**src/rtl/multicycle_ctrl.sv**
```systemverilog
// multicycle_ctrl: control FSM for a multicycle MIPS datapath.
// Sequences FETCH/DECODE/EXEC/MEM/WB with req/ack handshakes to instruction
// and data memory, a multi-cycle MULT/MULTU, a memory watchdog and an
// optional illegal-opcode trap. All outputs are registered Moore outputs.
// Optional feature: define CTRL_PERF_EN to build the cycle/instret counters;
// without it both counter outputs are tied to zero.
//
// state  | meaning
// RESET  | first cycle out of reset, always moves to FETCH
// FETCH  | imem_req high, waiting for imem_ack; ir latched on ack
// DECODE | classify ir by opcode/funct
// EXEC   | ALU/branch/address cycle; MULT stays MUL_CYCLES cycles
// MEM    | dmem_req high, waiting for dmem_ack
// WB     | one writeback cycle, wb_sel selects the result source
// ERROR  | sticky trap (watchdog or illegal opcode), left only by reset
module multicycle_ctrl #(
    parameter int MUL_CYCLES   = 4,
    parameter int MEM_TIMEOUT  = 15,
    parameter int ILLEGAL_TRAP = 0,
    parameter int PERF_W       = 32
) (
    input  logic              clk,
    input  logic              reset,
    input  logic [31:0]       imem_rdata,
    input  logic              imem_ack,
    input  logic              dmem_ack,
    output logic              imem_req,
    output logic              dmem_req,
    output logic              dmem_we,
    output logic [31:0]       ir,
    output logic              fetch_en,
    output logic              decode_en,
    output logic              execute_en,
    output logic              memory_en,
    output logic              writeback_en,
    output logic [1:0]        wb_sel,
    output logic              hilo_we,
    output logic              retire,
    output logic              err,
    output logic [2:0]        state_o,
    output logic [PERF_W-1:0] cycle_cnt,
    output logic [PERF_W-1:0] instret_cnt
);

    typedef enum logic [2:0] {
        S_RESET  = 3'd0,
        S_FETCH  = 3'd1,
        S_DECODE = 3'd2,
        S_EXEC   = 3'd3,
        S_MEM    = 3'd4,
        S_WB     = 3'd5,
        S_ERROR  = 3'd7
    } state_t;

    localparam logic [5:0] OP_R    = 6'h00;
    localparam logic [5:0] OP_J    = 6'h02;
    localparam logic [5:0] OP_JAL  = 6'h03;
    localparam logic [5:0] OP_BEQ  = 6'h04;
    localparam logic [5:0] OP_BNE  = 6'h05;
    localparam logic [5:0] OP_ADDI = 6'h08;
    localparam logic [5:0] OP_LW   = 6'h23;
    localparam logic [5:0] OP_SW   = 6'h2B;
    localparam logic [5:0] FN_MULT  = 6'h18;
    localparam logic [5:0] FN_MULTU = 6'h19;

    // MULT down-counter holds MUL_CYCLES-1 .. 0; watchdog counts 0 .. MEM_TIMEOUT-1
    localparam int MC_W = (MUL_CYCLES > 1) ? $clog2(MUL_CYCLES) : 1;
    localparam int WD_W = (MEM_TIMEOUT > 1) ? $clog2(MEM_TIMEOUT) : 1;
    localparam logic [MC_W-1:0] MUL_LOAD = MC_W'(MUL_CYCLES - 1);
    localparam logic [WD_W-1:0] WD_LAST  = WD_W'(MEM_TIMEOUT - 1);

    state_t            state_q, state_d;
    logic [31:0]       ir_q, ir_d;
    logic [MC_W-1:0]   mul_q, mul_d;
    logic [WD_W-1:0]   wd_q, wd_d;
    logic              imem_req_q, dmem_req_q, dmem_we_q;
    logic              fetch_en_q, decode_en_q, execute_en_q, memory_en_q, writeback_en_q;
    logic [1:0]        wb_sel_q, wb_sel_d;
    logic              hilo_we_q, hilo_we_d;
    logic              retire_q, retire_d;
    logic              err_q;

    logic [5:0]        op_q, fn_q, op_d;
    logic              is_mult;
    logic              timeout_hit;

    assign op_q        = ir_q[31:26];
    assign fn_q        = ir_q[5:0];
    assign op_d        = ir_d[31:26];
    assign is_mult     = (op_q == OP_R) && ((fn_q == FN_MULT) || (fn_q == FN_MULTU));
    assign timeout_hit = (MEM_TIMEOUT != 0) && (wd_q == WD_LAST);

    // next-state, instruction latch, MULT/watchdog counters and next registered outputs
    always_comb begin
        state_d  = state_q;
        ir_d     = ir_q;
        mul_d    = mul_q;
        wd_d     = '0;
        retire_d = 1'b0;
        case (state_q)
            S_RESET: state_d = S_FETCH;
            S_FETCH: begin
                if (imem_ack) begin
                    ir_d = imem_rdata;
                    if (imem_rdata == 32'd0) begin
                        state_d  = S_FETCH;
                        retire_d = 1'b1;
                    end else begin
                        state_d = S_DECODE;
                    end
                end else if (timeout_hit) begin
                    state_d = S_ERROR;
                end else if (MEM_TIMEOUT != 0) begin
                    wd_d = wd_q + 1'b1;
                end
            end
            S_DECODE: begin
                case (op_q)
                    OP_J: begin
                        state_d  = S_FETCH;
                        retire_d = 1'b1;
                    end
                    OP_JAL: state_d = S_WB;
                    OP_BEQ, OP_BNE, OP_ADDI, OP_LW, OP_SW: state_d = S_EXEC;
                    OP_R: begin
                        if (fn_q == 6'd0) begin
                            state_d  = S_FETCH;
                            retire_d = 1'b1;
                        end else begin
                            state_d = S_EXEC;
                            mul_d   = MUL_LOAD;
                        end
                    end
                    default: begin
                        if (ILLEGAL_TRAP != 0) begin
                            state_d = S_ERROR;
                        end else begin
                            state_d  = S_FETCH;
                            retire_d = 1'b1;
                        end
                    end
                endcase
            end
            S_EXEC: begin
                if (is_mult) begin
                    if (mul_q == '0) begin
                        state_d  = S_FETCH;
                        retire_d = 1'b1;
                    end else begin
                        mul_d = mul_q - 1'b1;
                    end
                end else if ((op_q == OP_R) || (op_q == OP_ADDI)) begin
                    state_d = S_WB;
                end else if ((op_q == OP_LW) || (op_q == OP_SW)) begin
                    state_d = S_MEM;
                end else begin
                    state_d  = S_FETCH;
                    retire_d = 1'b1;
                end
            end
            S_MEM: begin
                if (dmem_ack) begin
                    if (op_q == OP_SW) begin
                        state_d  = S_FETCH;
                        retire_d = 1'b1;
                    end else begin
                        state_d = S_WB;
                    end
                end else if (timeout_hit) begin
                    state_d = S_ERROR;
                end else if (MEM_TIMEOUT != 0) begin
                    wd_d = wd_q + 1'b1;
                end
            end
            S_WB: begin
                state_d  = S_FETCH;
                retire_d = 1'b1;
            end
            S_ERROR: state_d = S_ERROR;
            default: state_d = S_ERROR;
        endcase

        wb_sel_d = 2'd0;
        if (state_d == S_WB) begin
            if (op_d == OP_JAL)     wb_sel_d = 2'd2;
            else if (op_d == OP_LW) wb_sel_d = 2'd1;
        end
        hilo_we_d = (state_d == S_EXEC) && is_mult && (mul_d == '0);
    end

    // FSM state, instruction register, counters and registered Moore outputs
    always_ff @(posedge clk or posedge reset) begin
        if (reset) begin
            state_q        <= S_RESET;
            ir_q           <= '0;
            mul_q          <= '0;
            wd_q           <= '0;
            imem_req_q     <= 1'b0;
            dmem_req_q     <= 1'b0;
            dmem_we_q      <= 1'b0;
            fetch_en_q     <= 1'b0;
            decode_en_q    <= 1'b0;
            execute_en_q   <= 1'b0;
            memory_en_q    <= 1'b0;
            writeback_en_q <= 1'b0;
            wb_sel_q       <= 2'd0;
            hilo_we_q      <= 1'b0;
            retire_q       <= 1'b0;
            err_q          <= 1'b0;
        end else begin
            state_q        <= state_d;
            ir_q           <= ir_d;
            mul_q          <= mul_d;
            wd_q           <= wd_d;
            imem_req_q     <= (state_d == S_FETCH);
            dmem_req_q     <= (state_d == S_MEM);
            dmem_we_q      <= (state_d == S_MEM) && (op_d == OP_SW);
            fetch_en_q     <= (state_d == S_FETCH);
            decode_en_q    <= (state_d == S_DECODE);
            execute_en_q   <= (state_d == S_EXEC);
            memory_en_q    <= (state_d == S_MEM);
            writeback_en_q <= (state_d == S_WB);
            wb_sel_q       <= wb_sel_d;
            hilo_we_q      <= hilo_we_d;
            retire_q       <= retire_d;
            err_q          <= (state_d == S_ERROR);
        end
    end

`ifdef CTRL_PERF_EN
    logic [PERF_W-1:0] cycle_q, cycle_d;
    logic [PERF_W-1:0] instret_q, instret_d;

    // counters advance alongside the FSM and freeze once it has trapped
    always_comb begin
        cycle_d   = cycle_q;
        instret_d = instret_q;
        if (state_q != S_ERROR) begin
            cycle_d = cycle_q + 1'b1;
            if (retire_d) instret_d = instret_q + 1'b1;
        end
    end

    // perf counter registers
    always_ff @(posedge clk or posedge reset) begin
        if (reset) begin
            cycle_q   <= '0;
            instret_q <= '0;
        end else begin
            cycle_q   <= cycle_d;
            instret_q <= instret_d;
        end
    end

    assign cycle_cnt   = cycle_q;
    assign instret_cnt = instret_q;
`else
    assign cycle_cnt   = '0;
    assign instret_cnt = '0;
`endif

    assign imem_req     = imem_req_q;
    assign dmem_req     = dmem_req_q;
    assign dmem_we      = dmem_we_q;
    assign ir           = ir_q;
    assign fetch_en     = fetch_en_q;
    assign decode_en    = decode_en_q;
    assign execute_en   = execute_en_q;
    assign memory_en    = memory_en_q;
    assign writeback_en = writeback_en_q;
    assign wb_sel       = wb_sel_q;
    assign hilo_we      = hilo_we_q;
    assign retire       = retire_q;
    assign err          = err_q;
    assign state_o      = state_q;

endmodule
```
**config.mk**
```make
export PLATFORM = sky130hd
export DESIGN_NAME = multicycle_ctrl
export DESIGN_NICKNAME = d
export VERILOG_FILES = /design/src/rtl/multicycle_ctrl.sv
export SDC_FILE = /design/constraint.sdc
export NUM_CORES = 1
export LEC_CHECK = 0
export CAP_MARGIN = 20
export CORE_MARGIN = 2
export CORE_UTILIZATION = 41
export CTS_BUF_LIST = sky130_fd_sc_hd__clkbuf_4 sky130_fd_sc_hd__clkbuf_8
export DETAILED_ROUTE_END_ITERATION = 10
export PLACE_DENSITY = 0.82
export SLEW_MARGIN = 20
export SYNTH_ARGS = -nofsm -noshare
export SYNTH_HDL_FRONTEND = slang
export SYNTH_SLANG_ARGS = --single-unit
```
**constraint.sdc**
```tcl
create_clock -name clk -period 2.6 [get_ports clk]
set_input_delay 0.52 -clock clk [delete_from_list [all_inputs] [get_ports clk]]
set_output_delay 0.52 -clock clk [all_outputs]
set_load 0.05 [all_outputs]
```
## After elaboration in Yosys (flattened, before gate mapping)

Index checks and enable logic that the tools add are counted.

- $add $sub $neg: 2
- $mul: 0
- Divide/modulo/power cells: 0
- $lt $le $gt $ge: 0
- Equality and inequality tests: 23
- Shift operators: 0
- Muxes and demuxes: 37
- Bitwise gates (word level): 0
- Reduce and logical (&&, ||, !) cells: 17

Operators with widths:

| cell | number |
|---|---|
| 2-to-1 mux 32 bit | 2 |
| logical NOT 32 bit | 1 |
| == test 6 bit, second input constant | 4 |
| 2-to-1 mux 3 bit | 8 |
| 2-to-1 mux 2 bit | 8 |
| == test 3 bit, second input constant | 5 |
| one-hot mux 3 bit (5 select lines) | 1 |
| == test 3 x 2 -> 1 bit, second input constant | 4 |
| == test 6 x 2 -> 1 bit, second input constant | 2 |
| == test 6 x 3 -> 1 bit, second input constant | 2 |
| == test 6 x 5 -> 1 bit, second input constant | 2 |
| logical NOT 6 bit | 2 |
| 2-to-1 mux 4 bit | 3 |
| 2-to-1 mux 1 bit | 10 |
| one-hot mux 3 bit (3 select lines) | 1 |
| one-hot mux 4 bit (2 select lines) | 1 |
| == test 3 x 1 -> 1 bit, second input constant | 2 |
| == test 6 x 4 -> 1 bit, second input constant | 1 |
| OR reduction 6 bit | 1 |
| one-hot mux 1 bit (5 select lines) | 1 |
| OR reduction 5 bit | 1 |
| adder 4 x 1 -> 4 bit, second input constant | 1 |
| == test 4 bit, second input constant | 1 |
| logical AND 1 bit | 4 |
| 8 further kinds | 11 |

- Bits in registers: 52
- Bits in latches: 0
- RAM bits: 0
- ROM bits: 0
- Bits of input ports: 36
- Output and inout bits: 112
- Memories kept: 0

## Logic depth before layout (Yosys ltp)

Gate-level depths: netlist (run 1).

- Word-level depth: 9
- Gate-level depth with buffers: 8
- Mapped depth without buffers: 8

## Worst setup path before layout (run 1)

Ideal clock, no wire load.

- Path kind: register to register
- From: register ir_q[28], in the netlist ir[28]
- To: register writeback_en_q, in the netlist writeback_en
- Arrival: 2.418 ns
- Required time: 2.480 ns
- Setup slack: 0.062 ns
- Stages on the path, launching flop included: 7
- Path through: dfrtp_1 buf_6 or4_4 or4_4 o32ai_2 nand3b_4 and3b_1

RTL lines:

| item | line | source |
|---|---|---|
| start: declaration | 73 | `logic [31:0] ir_q, ir_d;` |
| start signal: assignment | 212 | `ir_q <= ir_d;` |
| parallel branches: the longest is 4 deep, another holds == test 6 x 4 -> 1 bit | n/a |  |
| one-hot mux 3 bit (5 select lines) * | 100 | `case (state_q)` |
| via state_d[1] | 72 | `state_t state_q, state_d;` |
| == test 3 bit * | 222 | `writeback_en_q <= (state_d == S_WB);` |
| end signal: assignment | 222 |  |
| end: declaration | 77 | `logic fetch_en_q, decode_en_q, execute_en_q, memory_en_q, writeback_en_q;` |

Mark *: on every way through the listed nets, which the timed path passes.
A chain may end at the register's enable or synchronous reset.

## Worst setup path after layout (run 1)

- From: input port imem_rdata[1]
- To: register wb_sel_q[0], in the netlist wb_sel[0]

- Cells in the longest elaborated chain, start to end: 6

Ends and longest elaborated chain:

| item | line | source |
|---|---|---|
| start: declaration | 24 | `input logic [31:0] imem_rdata,` |
| logical NOT 32 bit | 105 | `if (imem_rdata == 32'd0) begin` |
| 2-to-1 mux 2 bit | 105 |  |
| 2-to-1 mux 3 bit | 103 | `if (imem_ack) begin` |
| one-hot mux 3 bit (5 select lines) | 100 |  |
| via state_d[1] | 72 |  |
| == test 3 bit | 184 | `if (state_d == S_WB) begin` |
| 2-to-1 mux 2 bit | 184 |  |
| via wb_sel_d[0] | 78 | `logic [1:0] wb_sel_q, wb_sel_d;` |
| end signal: assignment | 223 | `wb_sel_q <= wb_sel_d;` |
| end: declaration | 78 |  |

The timed path passes the listed nets, and every way through them passes these cells.

==> run_results.csv, run 1 <==
group,metric,value,unit
yosys,ys_seq_area_share,45.2,%
critical_path,cp-start-kind,"primary input",
min_path,min_path_type,"reg2reg",
yosys,yosysUniqueCellTypes,44,
global_routing,grt_pass1_vias,2123,
floorplanning,num_rows,30,
routing,wl_per_cell,13.8,um
critical_path,crit_type,"in2reg",
routing,final_antenna_net_count,0,
sta,worst_pin_slew,0.540,ns
routing,drt_iter0_drc,103,
run,maxCapViolations,0,
clocking,cts.clk_slew.worst_paths,0.09,ns
layout,fin_cells,459,
routing,finalWirelength,6320,um
critical_path,cp.arrival,2.59,ns
sta,final_max_slew_viol_count,0,
yosys,syn_area_per_cell,10.8,um^2
sta,rsz0062_at_grt,"false",
routing,via_per_inst,4.74,
routing,drtPass1Iterations,4,
floorplanning,start_util,42.4,%
routing,vias,2175,
critical_path,setup.worst_path.start,"imem_rdata[1]",
power,p_total,1.92,mW
routing,dr.max_layer_used,"met4",
floorplanning,io_pins,148,
global_routing,grt_start_max_net_pins,25,
critical_path,r2r-start,"ir[29]",
sta,relSlewSlack,63.5,%
global_routing,grt_usage,17.0,%
yosys,synth_cells,267,
critical_path,cp.required,2.80,ns
sta,finalHoldViolations,0,
yosys,synth_most_common_cell,"buf_4",
yosys,ys_warn_count,0,
layout,nets,400,
sta,fin_crit_sh,92.2,%
sta,finalWorstSetupSlack,0.202,ns
critical_path,reg2reg_depth,5,
layout,antenna_cells,0,
status,status,"finished, final reports clean",
yosys,ys_ff_latch,52,
power,p_leak,1.68,nW
yosys,yosys-top-cells-area,"dfrtp_1, buf_4, mux2_2, nor4_1, nor2_1",
place,post-place-ws,-0.183,ns
critical_path,reg2reg_slack,0.31,ns
critical_path,crit_path_max_fanout,6,
global_routing,grt_antenna_before_repair,0,
power,vdd_ir_drop_max,0.325,mV
routing,drc,0,
sta,holdWs,0.478,ns
layout,fillCellCount,584,
global_routing,grt_overflow,0,
place,io_buffers,83,
yosys,ys.flop_type,"dfrtp_1",
critical_path,worstReg2RegEnd,"writeback_en",
yosys,netlist.area_leader.share,45.2,%
clocking,clkLatencyLatePin,0.31,ns
yosys,synth_top_cell_by_area,"dfrtp_1",
routing,route.met2.wl,3020,um
yosys,synth.cell_area,2880,um^2
sta,finalSetupViolCount,0,
floorplanning,dieWidth,87.8,um
yosys,async_flop_share,100,%
critical_path,cp-end-kind,"flop",
clocking,post_cts_buffers,0,
sta,fin_skew,0.0152,ns
routing,route.met3.wl,690,um
power,power_density,507,nW/um^2
layout,layout-drive-gt1-share,17.1,%
place,dp.cells,451,
clocking,max-clock-path-buffers,2,
critical_path,critPathCapture,"wb_sel[0]",
clocking,cts_tree,"done",
sta,fin_crit,2.40,ns
floorplanning,die_area,7710,um^2
clocking,cts_root_buf,"clkbuf_8",
yosys,synth-edff-count,0,
place,gp_congestion,0.855,
clocking,htreeDepth,2,
sta,max_freq,417,MHz
floorplanning,core,6790,um^2
routing,wl_met1,2450,um
yosys,synth_common_cells,"buf_4, dfrtp_1, mux2_2",
floorplanning,die_y,87.8,um
place,dpl.hpwl,4990,um
clocking,clock-sinks,52,
layout,syn2layout_area_growth,31.6,%
clocking,cts_buffers,5,
global_routing,grt_pass1_wl,10100,um
critical path, stage by stage:
cell	delay, ns
clkdlybuf4s50_1	0.45
nor4b_2	0.34
buf_4	0.18
nand4_1	0.09
or3_1	0.42
o211ai_1	0.17
nand3b_4	0.15
nor4_1	0.27
placed cells by master, fill, tap and decap left out, types with 2 or more instances in the layout:
cell / n
nand3_1: 6
o32a_1: 2
mux2_2: 30
clkbuf_8: 6
a21oi_1: 5
nor4b_2: 2
nand2_1: 9
clkdlybuf4s50_1: 83
buf_4: 15
o21ai_0: 2
nor4_1: 11
nand2b_1: 5
nand4_1: 3
inv_1: 5
mux2i_1: 2
o41ai_1: 2
ha_1: 2
nor2b_1: 2
and2_1: 4
nor2_1: 15
or4_4: 2
conb_1: 64
a2111oi_0: 2
or3_1: 4
nor3_1: 7
dfrtp_1: 52
worst min-delay path by stage:
stage	startpoint	to	slack [ns]	depth (start not counted)
after floorplan	wd_q[0]	wd_q[0]	0.44	1
after detailed placement	wd_q[0]	wd_q[0]	0.47	1
final	wd_q[0]	wd_q[0]	0.48	1
after global routing	wd_q[0]	wd_q[0]	0.50	1
after global placement	wd_q[0]	wd_q[0]	0.46	1
after CTS	wd_q[0]	wd_q[0]	0.48	1
sequential cells by signal, indices dropped and copies added, names as in the netlist, 2 cells and up:
signal and count:
wd_q 4, mul_q 2, wb_sel 2, state_o 3, ir 32
metal layers:
| metal | GRT usage (%) | up-vias |
|---|---|---|
| met1 | 20.5 | 1030 |
| met2 | 27.1 | 127 |
| li1 | - | 1005 |
| met3 | 6.50 | 13 |
| met5 | 0 | - |
| met4 | 7.55 | 0 |
logic make-up after synthesis:
kind of cell / synth area share (%)
other: 0.130
AOI/OAI and AO/OA: 6.30
muxes: 12.4
adders and majority gates: 0.868
and+or+nand+nor: 15.7
buffers and inverters: 19.1
DFF: 45.2
xor gates and xnor gates: 0.304
layout make-up:
type | count | area (um^2) | share of cell area, %
tap | 96 | 120 | 3.17
clock buffer | 6 | 82.6 | 2.18
sequential | 52 | 1300 | 34.3
inverter | 6 | 22.5 | 0.594
clock inverter | 2 | 38.8 | 1.02
timing repair buffer | 98 | 943 | 24.9
multi-input combinational | 199 | 1280 | 33.9
stage by stage:
| stage | area, um^2 | utilization [%] | TNS [ns] |
|---|---|---|---|
| global placement | 3660 | 53.8 | -0.549 |
| CTS | 3780 | 55.6 | 0 |
| detailed placement | 3660 | 53.8 | -1.05 |
| finish | 3790 | 55.8 | 0 |
| global route | 3790 | 55.8 | 0 |
| floorplan | 3120 | - | 0 |
report_power, final:
group / internal (mW) / total [mW] / switching (mW)
Combinational: 0.125 / 0.491 / 0.366
Sequential: 0.833 / 0.852 / 0.0184
Clock: 0.315 / 0.581 / 0.266
repair_timing:
item | CTS | global route
hold buffers | 0 | 0
endpoints found under the hold margin | 0 | 0
endpoints found under the setup margin | 0 | 7
gates resized for setup | 0 | 2
Note: power is estimated with default switching activity, not from simulation.
==> inputs of run 2 (changes only) <==
--- a/config.mk
+++ b/config.mk
@@ -10,6 +10,7 @@
 export CORE_UTILIZATION = 41
 export CTS_BUF_LIST = sky130_fd_sc_hd__clkbuf_4 sky130_fd_sc_hd__clkbuf_8
 export DETAILED_ROUTE_END_ITERATION = 10
+export GPL_TIMING_DRIVEN = 0
 export PLACE_DENSITY = 0.82
 export SLEW_MARGIN = 20
 export SYNTH_ARGS = -nofsm -noshare
==> run 2 against run 1 <==
Sequential share of layout area down 3.6 points. Utilization up 6.5 points. Register-to-register slack worse by 0.08 ns. Wire length up 4.4%. Clock skew down 0.0027 ns. Clock-buffer cell count unchanged. Largest power group unchanged. Largest cell class is now buffers. Clock power up 2%. Critical endpoint is now wb_sel[1]. Global-route usage up 0.13 points. Cell area up 12%.
==> run_results.csv, run 2 (synthesized netlist as in run 1, its figures left out) <==
group,metric,value,unit
power,power_density,475,nW/um^2
sta,worst_pin_slew,0.548,ns
place,post-place-ws,-0.311,ns
clocking,cts_tree,"done",
routing,drc,0,
sta,fin_crit,2.38,ns
place,gp_congestion,0.776,
run,maxCapViolations,0,
global_routing,grt_pass1_wl,10300,um
routing,final_antenna_net_count,0,
global_routing,grt_overflow,0,
floorplanning,die_area,7710,um^2
global_routing,grt_antenna_before_repair,0,
critical_path,reg2reg_depth,6,
clocking,max-clock-path-buffers,2,
min_path,worstHoldStart,"wd_q[0]",
clocking,htreeDepth,2,
routing,via_per_inst,4.40,
sta,relSlewSlack,63.4,%
sta,finalWorstSetupSlack,0.222,ns
routing,vias,2281,
layout,final_common_cell,"clkdlybuf4s50_1",
clocking,hold_buffers,0,
clocking,cts_root_buf,"clkbuf_8",
power,p_total,2.01,mW
critical_path,crit_chain,"clkdlybuf4s50_1 -> nor4b_4 -> nand4_1 -> or3_1 -> o211ai_1 -> nand3b_4 -> nor4b_1",
clocking,clkLatencyLatePin,0.31,ns
clocking,cts.clk_slew.worst_paths,0.10,ns
critical_path,reg2reg_slack,0.23,ns
sta,fin_crit_sh,91.5,%
clocking,cts_buffers,5,
critical_path,cp.required,2.81,ns
sta,final_max_slew_viol_count,0,
critical_path,cp-end-kind,"flop",
sta,rsz0062_at_grt,"false",
floorplanning,die_y,87.8,um
routing,wl_per_cell,12.7,um
sta,totalNegativeSetupSlack,0,ns
floorplanning,io_pins,148,
critical_path,crit_buf_inv,1,
sta,fin_skew,0.0125,ns
min_path,whs_path_depth,1,
global_routing,grt_pass1_vias,2215,
min_path,min_path_type,"reg2reg",
power,vdd_ir_drop_max,0.295,mV
global_routing,grt_start_max_net_pins,32,
critical_path,cp-start-kind,"primary input",
layout,antenna_cells,0,
routing,finalWirelength,6590,um
critical_path,crit_path_max_fanout,6,
clocking,cts_resized,0,
sta,finalSetupViolCount,0,
critical_path,slowest_delay,0.58,ns
layout,largest_reg_flops,32,
clocking,clock-sinks,52,
status,status,"finished, final reports clean",
routing,drt_iter0_drc,85,
sta,max_freq,421,MHz
critical_path,path_depth,7,
layout,final_core_util,62.3,%
layout,fillCellCount,575,
critical_path,critPathCapture,"wb_sel[1]",
layout,layout_common_cells,"clkdlybuf4s50_1, buf_4, conb_1",
floorplanning,start_util,42.4,%
global_routing,grt_usage,17.1,%
routing,drtPass1Iterations,4,
layout,multiInputGateArea,1290,um^2
clocking,post_cts_buffers,0,
critical_path,crit_type,"in2reg",
critical_path,worstReg2RegEnd,"writeback_en",
critical_path,setup.worst_path.start,"imem_ack",
critical_path,crit_family,"simple AND/OR/NAND/NOR gates",
critical_path,cp.arrival,2.59,ns
critical_path,r2r-start,"ir[28]",
floorplanning,dieWidth,87.8,um
place,io_buffers,83,
layout,syn2layout_area_growth,46.9,%
power,p_leak,1.99,nW
floorplanning,core,6790,um^2
layout,layout-drive-gt1-share,27.5,%
critical_path,crit_slowest_cell,"clkdlybuf4s50_1",
place,dpl.hpwl,5200,um
layout,seqCellArea,1300,um^2
floorplanning,num_rows,30,
sta,finalHoldViolations,0,
layout,nets,459,
## run 2: metal layers
metal  vias to the layer above  GRT usage (%)  routed length [um]
met2                       115           29.3                3220
met3                         8           7.63                 830
met5                         -              0                   0
met4                         0           5.03                  91
met1                      1040           19.4                2460
li1                       1118              -                   -
## run 2: where the power goes
group          switching (mW)  leakage [nW]  total (mW)  internal [mW]
clock network           0.277        0.0614       0.592          0.315
logic                   0.375          1.25       0.562          0.187
registers              0.0211         0.671       0.854          0.833
total                   0.673          1.99        2.01           1.34
## run 2: how the worst min path moves through the flow
stage               endpoint  slack [ns]
floorplan            wd_q[0]        0.44
global placement     wd_q[0]        0.46
detailed placement   wd_q[0]        0.47
CTS                  wd_q[0]        0.48
global route         wd_q[0]        0.52
finish               wd_q[0]        0.48
## run 2: layout make-up
type / count / share of cell area (%)
sequential: 52 / 30.8
clock buffer: 6 / 1.95
tap: 96 / 2.84
clock inverter: 2 / 0.917
inverter: 6 / 0.532
timing repair buffer: 84 / 20.1
buffer: 73 / 12.5
multi-input combinational: 199 / 30.4
## run 2: through the flow
step                hold WS (ns)  cell area, um^2  instances
global placement           0.459             4070        509
floorplan                  0.443             3120        330
CTS                        0.484             4210        518
global route               0.524             4230        518
finish                     0.480             4230        518
detailed placement         0.470             4090        510
